<file path="config.mk">
export PLATFORM = sky130hd
export DESIGN_NAME = alu_bist_driver
export DESIGN_NICKNAME = d
export VERILOG_FILES = /design/src/rtl/alu_bist_pkg.sv /design/src/rtl/alu_bist_misr.sv /design/src/rtl/alu_bist_driver.sv
export SDC_FILE = /design/constraint.sdc
export NUM_CORES = 1
export LEC_CHECK = 0
export ABC_CLOCK_PERIOD_IN_PS = 2850
export CORE_ASPECT_RATIO = 1.5
export CORE_UTILIZATION = 48
export CTS_CLUSTER_DIAMETER = 200
export CTS_CLUSTER_SIZE = 40
export DETAILED_ROUTE_END_ITERATION = 8
export PLACE_DENSITY = 0.8
export SYNTH_ARGS = -nofsm -noshare
export SYNTH_HDL_FRONTEND = slang
export SYNTH_HIERARCHICAL = 1
export SYNTH_SLANG_ARGS = --single-unit
</file>
<file path="constraint.sdc">
create_clock -name clk -period 2.85 [get_ports clk]
set_clock_uncertainty 0.05 [all_clocks]
set_input_delay 0.4275 -clock clk [delete_from_list [all_inputs] [get_ports clk]]
set_output_delay 0.4275 -clock clk [all_outputs]
set_load 0.03 [all_outputs]
</file>
<file path="src/rtl/alu_bist_pkg.sv">
// Shared types, polynomials and step functions for the ALU self-test driver.
package alu_bist_pkg;

    typedef enum logic [1:0] {
        ST_IDLE  = 2'd0,
        ST_RUN   = 2'd1,
        ST_DRAIN = 2'd2,
        ST_DONE  = 2'd3
    } state_t;

    // Galois taps for x^64+x^63+x^61+x^60+1, right-shifting form.
    localparam logic [63:0] LFSR_POLY = 64'hD800_0000_0000_0000;
    localparam logic [63:0] MISR_POLY = 64'h0000_0000_0000_001B;

    function automatic logic [63:0] lfsr_step(input logic [63:0] s);
        return (s >> 1) ^ (s[0] ? LFSR_POLY : 64'd0);
    endfunction

    function automatic logic [63:0] misr_step(input logic [63:0] sig, input logic [63:0] res);
        return {sig[62:0], 1'b0} ^ (sig[63] ? MISR_POLY : 64'd0) ^ res;
    endfunction

endpackage

</file>
<file path="src/rtl/alu_bist_misr.sv">
// Multiple-input signature register: shift-left with feedback, XOR in the result.
module alu_bist_misr
    import alu_bist_pkg::*;
#(
    parameter int RES_W = 64
) (
    input  logic             clk,
    input  logic             rst_n,
    input  logic             clear,
    input  logic             en,
    input  logic [RES_W-1:0] din,
    output logic [RES_W-1:0] sig
);

    localparam logic [RES_W-1:0] POLY = MISR_POLY[RES_W-1:0];

    // Signature register; clear takes priority so a new run never inherits old state.
    always_ff @(posedge clk or negedge rst_n) begin
        if (!rst_n) begin
            sig <= '0;
        end else if (clear) begin
            sig <= '0;
        end else if (en) begin
            sig <= {sig[RES_W-2:0], 1'b0} ^ (sig[RES_W-1] ? POLY : '0) ^ din;
        end
    end

endmodule

</file>
<file path="src/rtl/alu_bist_driver.sv">
// ALU built-in self-test initiator: LFSR vectors out, MISR-compressed results in.
//
//  state    | meaning
//  ---------+---------------------------------------------------------------
//  ST_IDLE  | after reset, waiting for start
//  ST_RUN   | seed loaded; one vector launched per cycle until all issued
//  ST_DRAIN | no launches; waiting for in-flight results to be absorbed
//  ST_DONE  | done high, pass valid; start begins a fresh run
module alu_bist_driver
    import alu_bist_pkg::*;
#(
    parameter int          WIDTH     = 32,
    parameter int          RES_W     = 64,
    parameter int          OP_W      = 3,
    parameter int          NUM_OPS   = 8,
    parameter int          N_VECTORS = 1024,
    parameter int          LATENCY   = 1,
    parameter logic [63:0] SEED      = 64'hACE1_2468_BDF1_3579
) (
    input  logic             clk,
    input  logic             rst_n,
    input  logic             start,
    input  logic [RES_W-1:0] golden_sig,
    output logic [WIDTH-1:0] alu_a,
    output logic [WIDTH-1:0] alu_b,
    output logic [OP_W-1:0]  alu_op,
    input  logic [RES_W-1:0] alu_res,
    output logic             busy,
    output logic             done,
    output logic             pass,
    output logic [RES_W-1:0] signature
);

    localparam int CNT_W = (N_VECTORS > 1) ? $clog2(N_VECTORS) : 1;

    state_t             state, next_state;
    logic               launch;
    logic               load;
    logic [63:0]        lfsr;
    logic [CNT_W-1:0]   remain;
    logic [OP_W-1:0]    op_cnt;
    logic [LATENCY-1:0] vld_sr;

    // State register.
    always_ff @(posedge clk or negedge rst_n) begin
        if (!rst_n) begin
            state <= ST_IDLE;
        end else begin
            state <= next_state;
        end
    end

    // Next-state decode; the seed is loaded on the edge that accepts start.
    always_comb begin
        next_state = state;
        launch     = 1'b0;
        load       = 1'b0;
        done       = 1'b0;
        case (state)
            ST_IDLE: begin
                if (start) begin
                    next_state = ST_RUN;
                    load       = 1'b1;
                end
            end
            ST_RUN: begin
                launch = 1'b1;
                if (remain == '0) begin
                    next_state = ST_DRAIN;
                end
            end
            ST_DRAIN: begin
                if (vld_sr == '0) begin
                    next_state = ST_DONE;
                end
            end
            ST_DONE: begin
                done = 1'b1;
                if (start) begin
                    next_state = ST_RUN;
                    load       = 1'b1;
                end
            end
            default: next_state = ST_IDLE;
        endcase
    end

    // Vector generation: remain counts down to the last launch; outputs idle at zero.
    always_ff @(posedge clk or negedge rst_n) begin
        if (!rst_n) begin
            lfsr   <= SEED;
            remain <= '0;
            op_cnt <= '0;
            alu_a  <= '0;
            alu_b  <= '0;
            alu_op <= '0;
        end else begin
            if (load) begin
                lfsr   <= SEED;
                remain <= CNT_W'(N_VECTORS - 1);
                op_cnt <= '0;
            end else if (launch) begin
                lfsr   <= lfsr_step(lfsr);
                remain <= remain - CNT_W'(1);
                op_cnt <= (op_cnt == OP_W'(NUM_OPS - 1)) ? '0 : op_cnt + OP_W'(1);
            end
            alu_a  <= launch ? lfsr[WIDTH-1:0]     : '0;
            alu_b  <= launch ? lfsr[WIDTH+31:32]   : '0;
            alu_op <= launch ? op_cnt              : '0;
        end
    end

    // Launch tracker; the top bit marks a result arriving this cycle.
    always_ff @(posedge clk or negedge rst_n) begin
        if (!rst_n) begin
            vld_sr <= '0;
        end else begin
            vld_sr <= (vld_sr << 1) | LATENCY'(launch);
        end
    end

    // busy covers launch and drain cycles only, so it drops as done rises;
    // pass is captured against the final signature on the way into DONE.
    always_ff @(posedge clk or negedge rst_n) begin
        if (!rst_n) begin
            busy <= 1'b0;
            pass <= 1'b0;
        end else begin
            busy <= (state == ST_RUN || state == ST_DRAIN) && (next_state != ST_DONE);
            if (next_state != ST_DONE) begin
                pass <= 1'b0;
            end else if (state == ST_DRAIN) begin
                pass <= (signature == golden_sig);
            end
        end
    end

    alu_bist_misr #(
        .RES_W (RES_W)
    ) u_misr (
        .clk   (clk),
        .rst_n (rst_n),
        .clear (load),
        .en    (vld_sr[LATENCY-1]),
        .din   (alu_res),
        .sig   (signature)
    );

endmodule
</file>
==> impl_metrics.csv, run 1 <==
group,metric,value,unit
placed_design,hpwl,17200,microns
sta,min_period_over_period,0.8299,
floorplanning,core_area,0.01908,sq mm
cells_and_area,diodes,0,
sta,fmax,0.4228,GHz
sta,hold_viol_final,0,
sta,tightest_slew,699.6,ps
sta,finalSetupViolCount,0,
yosys,netlist_area,0.009345,sq mm
placed_design,port_buffers,264,
yosys,post_synth.cell_area_avg,12.06,sq um
yosys,ys_dominant_reg_cell,"dfrtp_1",
yosys,synth-seq-area-share,0.5748,
clocking,cts_root_buf,"clkbuf_16",
clocking,cts_tree,"done",
yosys,synth_xor_xnor_area_share,0.1300,
floorplanning,die_h,172.9,microns
detailed_routing,drt_first_pass_iters,4,
yosys,synth_fp_nets,912,
global_route,grt_pass1_vias,6963,
clocking,h-tree-depth,1,
setup_path,path_class,"flip-flop to flip-flop",
sta,slew_violations,0,
yosys,synth-simple-area-share,0.1257,
placed_design,place_congestion,0.7713,
yosys,synth.mux.area_fraction,0.003213,
cells_and_area,multi_input_area,0.003700,sq mm
yosys,synth_top_area_cell,"dfrtp_1",
setup_path,cp_slowest_cell,"dfrtp_1",
yosys,synth.most_common_cell,"dfrtp_1",
global_route,antenna_found_initial,0,
cells_and_area,final_area,0.01247,sq mm
yosys,syn_inst,775,
yosys,synthTopCellsByArea,"dfrtp_1 (48%), xnor2_1 (12%), dfstp_2 (9.3%)",
yosys,ys_types,43,
job,drv_cap,0,
yosys,synth-compound-area-share,0.1287,
detailed_routing,wire_per_inst,18.87,microns
worst_hold_path,holdPathStages,1,
yosys,synthArstFlopShare,1.000,
cells_and_area,syn_to_final_growth,33.42,%
setup_path,cp-end-kind,"flip-flop",
floorplanning,num_rows,62,
detailed_routing,post-route-drc-count,0,
placed_design,placed_cell_area,0.01219,sq mm
setup_path,crit_path_cell_trace,"inv_1, ha_1, nand2_1, inv_4, buf_12, buf_12, a211o_1",
floorplanning,die_x,115.9,microns
global_route,overflow,0,
setup_path,worstPathRequired,3190,ps
yosys,synthDominantCellAreaShare,0.4820,
sta,finalCriticalPeriod,2365,ps
floorplanning,start_util,0.4897,
detailed_routing,drt-total-wl,24040,microns
power_and_ir_drop,irDropWorstVdd,760.5,uV
clocking,clk_path_buf_depth,3,
power_and_ir_drop,power.density,1206,mW/mm^2
yosys,synth_top_family_by_area,"XOR/XNOR gates",
power_and_ir_drop,leakage,0.005069,uW
cells_and_area,nFillCells,1530,
yosys,yosys-top-cells-count,"dfrtp_1 (180), xnor2_1 (124), nor2_1 (102)",
setup_path,crit_fanout,67,
clocking,numCtsBuffers,9,
setup_path,cpPeakStageDelay,460,ps
clocking,clk_pin_slew,150,ps
sta,hold_ws,449.7,ps
global_route,grt_pass1_wl,37000,microns
cells_and_area,fin_cells,1274,
cells_and_area,fin_nets,1153,
setup_path,reg2regPathDepth,7,
detailed_routing,routed_via_density,5.169,
yosys,yosysWarningCount,6,
cells_and_area,regArea,0.005375,sq mm
detailed_routing,dr.first_iter.drc_count,344,
detailed_routing,ant_nets,0,
sta,setup-tns-final,0,ps
floorplanning,dieArea,0.02004,sq mm
global_route,grt_max_degree,86,
global_route,grt_util_all_layers,0.2408,
cells_and_area,drive_gt1_frac,0.1031,
yosys,synthAdderAreaFrac,0.008033,
worst_hold_path,hold_class,"flip-flop to flip-flop",
setup_path,crit_path_start_kind,"flip-flop",
clocking,clk_latency,490,ps
setup_path,crit_top_cell,"buf_12",
outcome,status,"finished, final reports clean",
sta,slew_headroom,0.5336,
yosys,synth-edff-count,0,
placed_design,post-place-cells,1260,
sta,rsz0062_at_grt,"no",
clocking,clkSinkCount,213,
yosys,synth.ff_latch_count,213,
floorplanning,num_io_pins,265,
setup_path,arrival,2700,ps
detailed_routing,vias,6585,
[kinds of logic (layout without fill, tap and decap cells)]
| kind of cell | count (synthesis) | count (layout) |
|---|---|---|
| fa+ha+maj | 6 | 6 |
| compound gates | 141 | 141 |
| simple gates | 224 | 224 |
| xor+xnor | 137 | 137 |
| flops | 213 | 213 |
| mux | 3 | 3 |
| buf+inv | 51 | 294 |
[per-stage QoR]
stage                     setup WS (ps)    util  power (uW)
after floorplan                   764.5       -       10720
after global placement            487.3  0.6389       13390
after detailed placement          441.2  0.6389       13570
after CTS                         439.2  0.6534       15170
after global routing              268.5  0.6534       15920
final                             484.7  0.6534       15030
[registers in the layout, indices dropped and copies added, names as in the netlist]
name and count:
alu_a 32, vld_sr 1, lfsr 64, state 2
alu_b 32, busy 1, remain 10, pass 1
alu_op 3, op_cnt 3, u_misr/sig 64
[area by class of cell]
class                      instances  share of cell area
timing repair buffer             275              0.2231
inverter                           6            0.002007
tap                              256             0.02569
sequential                       213              0.4311
clock buffer                      12             0.01897
multi-input combinational        511              0.2967
clock inverter                     1            0.002408
[worst max-delay path: cells and delay by family, from the launching register on]
kind	cells	cell delay (ps)
AND/OR/NAND/NOR	1	290
flip-flops	1	460
adder cells (fa/ha/maj)	1	340
buffers and inverters	4	910
AO/OA/AOI/OAI	1	160
[final timing paths]
check                                       end  slack, ps                  from
max in group asynchronous  lfsr[45]$_DFFE_PN1P_       1410                 rst_n
setup / recovery           lfsr[22]$_DFFE_PN1P_        480    state[0]$_DFF_PN0_
hold / removal               alu_b[0]$_DFF_PN0_        450  lfsr[32]$_DFFE_PN0P_
hold reg to reg              alu_b[0]$_DFF_PN0_        450  lfsr[32]$_DFFE_PN0P_
setup reg to reg           lfsr[22]$_DFFE_PN1P_        480    state[0]$_DFF_PN0_
min in group asynchronous   lfsr[9]$_DFFE_PN0P_        480                 rst_n
[repair_timing]
action                                 4_1_cts  5_1_grt
resized for setup                            0        0
endpoints found under the hold margin       73        0
setup buffers                                0        0
hold buffers                                 1        0
[placed cells by master (no fill, tap or decap), drive strengths merged, types with 2 or more instances in the layout]
cell type,instances
nor2,102
nand2b,3
nand2,14
dfstp,33
nor3,2
dfrtp,180
nor4,9
clkbuf,13
o21ai,7
nand4,14
a21oi,34
xnor2,124
a211oi,63
nand3,3
clkdlybuf4s50,263
mux2i,3
ha,6
nand3b,2
buf,10
inv,6
and2,67
a211o,32
and3,2
o221ai,2
xor2,12
[metal layers]
| layer | part of all wire | GRT usage | vias up |
|---|---|---|---|
| met5 | 0 | 0 | - |
| met3 | 0.082 | 0.06274 | 34 |
| met2 | 0.52 | 0.4340 | 215 |
| met1 | 0.37 | 0.2722 | 3233 |
| met4 | 0.029 | 0.07585 | 0 |
| li1 | - | - | 3103 |
[power breakdown]
part | leakage (uW) | internal, uW | switching, uW | total, uW
sequential | 0.00263 | 4460 | 1220 | 5680
clock | 0.000126 | 613 | 940 | 1550
combinational | 0.00232 | 3440 | 4360 | 7800
(Power assumes the default switching activity.)
==> inputs of run 2 (changes only) <==
Settings changed: ABC_CLOCK_PERIOD_IN_PS 2850 to 2500.
Clock period 2.85 ns to 2.5 ns, I/O delays scaled along.
==> run 2 against run 1 <==
  * Global-route usage is 0.53 points higher
  * Via count is 1.1% higher
  * Largest power group unchanged
  * Register-to-register slack worse by 30 ps
  * Utilization is 0.26 points higher
  * Sequential share of layout area is 0.17 points lower
  * Critical endpoint is now done
  * Sequential power is 13% higher
  * Combinational power is 16% higher
  * Clock-buffer cell count stayed put
  * First-iteration DRC count is 1.5% lower
  * Sequential cell count stayed put
  * Design area is 0.40% higher
  * Worst hold slack worse by 78 ps
==> impl_metrics.csv, run 2 (synthesis results as in run 1) <==
group,metric,value,unit
sta,hold_ws,371.5,ps
global_route,grt_pass1_wl,37710,microns
clocking,clk_path_buf_depth,3,
clocking,clk_pin_slew,150,ps
global_route,antenna_found_initial,1,
sta,finalCriticalPeriod,2241,ps
clocking,numCtsBuffers,9,
placed_design,place_congestion,0.7891,
cells_and_area,largestRegisters,"lfsr: 64 flops, u_misr/sig: 64 flops",
setup_path,path_class,"flip-flop to primary output",
setup_path,arrival,1820,ps
setup_path,crit_path_start_kind,"flip-flop",
setup_path,cp-end-kind,"primary output",
job,drv_cap,0,
global_route,grt_max_degree,81,
clocking,clk_latency,490,ps
sta,hold_viol_final,0,
power_and_ir_drop,irDropWorstVdd,1022,uV
detailed_routing,wire_per_inst,19.01,microns
detailed_routing,dr.first_iter.drc_count,339,
global_route,grt_util_all_layers,0.2462,
cells_and_area,layout_commonest_cell,"clkdlybuf4s50_1",
setup_path,crit_family,"buffers and inverters",
cells_and_area,drive_gt1_frac,0.1058,
floorplanning,dieArea,0.02004,sq mm
floorplanning,start_util,0.4897,
placed_design,hpwl,17790,microns
placed_design,dp_slack,337.3,ps
detailed_routing,drt-total-wl,24300,microns
floorplanning,die_x,115.9,microns
floorplanning,num_io_pins,265,
clocking,hold_buffers,1,
setup_path,crit_fanout,5,
power_and_ir_drop,power_frac_comb,0.526,
cells_and_area,syn_to_final_growth,33.95,%
power_and_ir_drop,p_clk_frac,0.102,
detailed_routing,drt_first_pass_iters,6,
global_route,overflow,0,
sta,finalSetupViolCount,0,
detailed_routing,vias,6656,
setup_path,cp_slowest_cell,"clkdlybuf4s50_1",
sta,slew_headroom,0.5559,
power_and_ir_drop,seqPwrFrac,0.371,
detailed_routing,routed_via_density,5.208,
sta,rsz0062_at_grt,"no",
sta,min_period_over_period,0.8966,
floorplanning,core_area,0.01908,sq mm
setup_path,worstPathRequired,2080,ps
sta,setup_ws,258.6,ps
clocking,clkSinkCount,213,
clocking,cts_tree,"done",
power_and_ir_drop,power.density,1376,mW/mm^2
clocking,cts_root_buf,"clkbuf_16",
clocking,h-tree-depth,1,
detailed_routing,post-route-drc-count,0,
setup_path,cpPeakStageDelay,710,ps
placed_design,port_buffers,264,
cells_and_area,nFillCells,1530,
sta,setup-tns-final,0,ps
sta,slew_violations,0,
sta,tightest_slew,666.2,ps
clocking,cts_resized,0,
global_route,grt_pass1_vias,6996,
cells_and_area,final_cell_mix,"clkdlybuf4s50_1 (263), dfrtp_1 (179), xnor2_1 (124)",
power_and_ir_drop,leakage,0.005095,uW
setup_path,path_buf_inv,1,
floorplanning,num_rows,62,
power_and_ir_drop,netSwitchingPower,7480,uW
cells_and_area,regArea,0.005375,sq mm
setup_path,crit_path_cell_trace,"ha_1, clkdlybuf4s50_1",
cells_and_area,multi_input_area,0.003700,sq mm
floorplanning,die_h,172.9,microns
sta,fmax,0.4462,GHz
clocking,postCtsSetupRepairBufs,0,
worst_hold_path,hold_class,"input pin to asynchronous set/reset pin",
cells_and_area,fin_nets,1156,
detailed_routing,ant_nets,0,
power_and_ir_drop,p_sw_frac,0.4342,
power_and_ir_drop,intPower,9748,uW
outcome,status,"finished, final reports clean",
## run 2: cell types whose count changed in the layout (fill, tap and decap cells not counted)
cell / before / now
diode_2: 0 / 1
buf_12: 4 / 6
buf_4: 6 / 7
## run 2: worst paths after layout
kind                                      start                    to  slack, ps  cells past startpoint
max in group asynchronous                 rst_n  lfsr[28]$_DFFE_PN1P_       1240                      3
hold / removal                            rst_n   alu_op[2]$_DFF_PN0_        370                      2
hold reg to reg            lfsr[30]$_DFFE_PN0P_   alu_a[30]$_DFF_PN0_        460                      1
setup / recovery             state[0]$_DFF_PN0_                  done        260                      2
setup reg to reg             state[0]$_DFF_PN0_  lfsr[31]$_DFFE_PN1P_        450                      7
min in group clk           lfsr[30]$_DFFE_PN0P_   alu_a[30]$_DFF_PN0_        460                      1
## run 2: routing by layer
metal / global-route usage / routed length (microns) / vias up
met5: 0 / 0 / -
met4: 0.1010 / 999 / 0
met3: 0.06274 / 1972 / 44
met2: 0.4358 / 12460 / 229
met1: 0.2762 / 8862 / 3273
li1: - / - / 3110
## run 2: layout make-up
type	instances	area share
sequential	213	0.4294
multi-input combinational	511	0.2956
timing repair buffer	278	0.2260
tap	256	0.02559
clock buffer	12	0.01889
clock inverter	1	0.002399
inverter	6	0.001999
antenna	1	0.0001999
## run 2: power groups by stage
stage	logic, uW	clock network, uW	registers, uW
3_3_place_gp	8910	0	6420
6_report	9070	1770	6400
3_5_place_dp	9090	0	6460
2_1_floorplan	4380	0	7840
4_1_cts	9140	1820	6400
5_1_grt	9720	1930	6600
## run 2: stage by stage
| step | instance area [sq um] | power (uW) | cells | util |
|---|---|---|---|---|
| after floorplan | 9345 | 12220 | 775 | - |
| after global placement | 12240 | 15330 | 1263 | 0.6414 |
| after detailed placement | 12240 | 15560 | 1263 | 0.6414 |
| after CTS | 12520 | 17370 | 1277 | 0.6558 |
| after global routing | 12520 | 18250 | 1278 | 0.6560 |
| final | 12520 | 17230 | 1278 | 0.6560 |
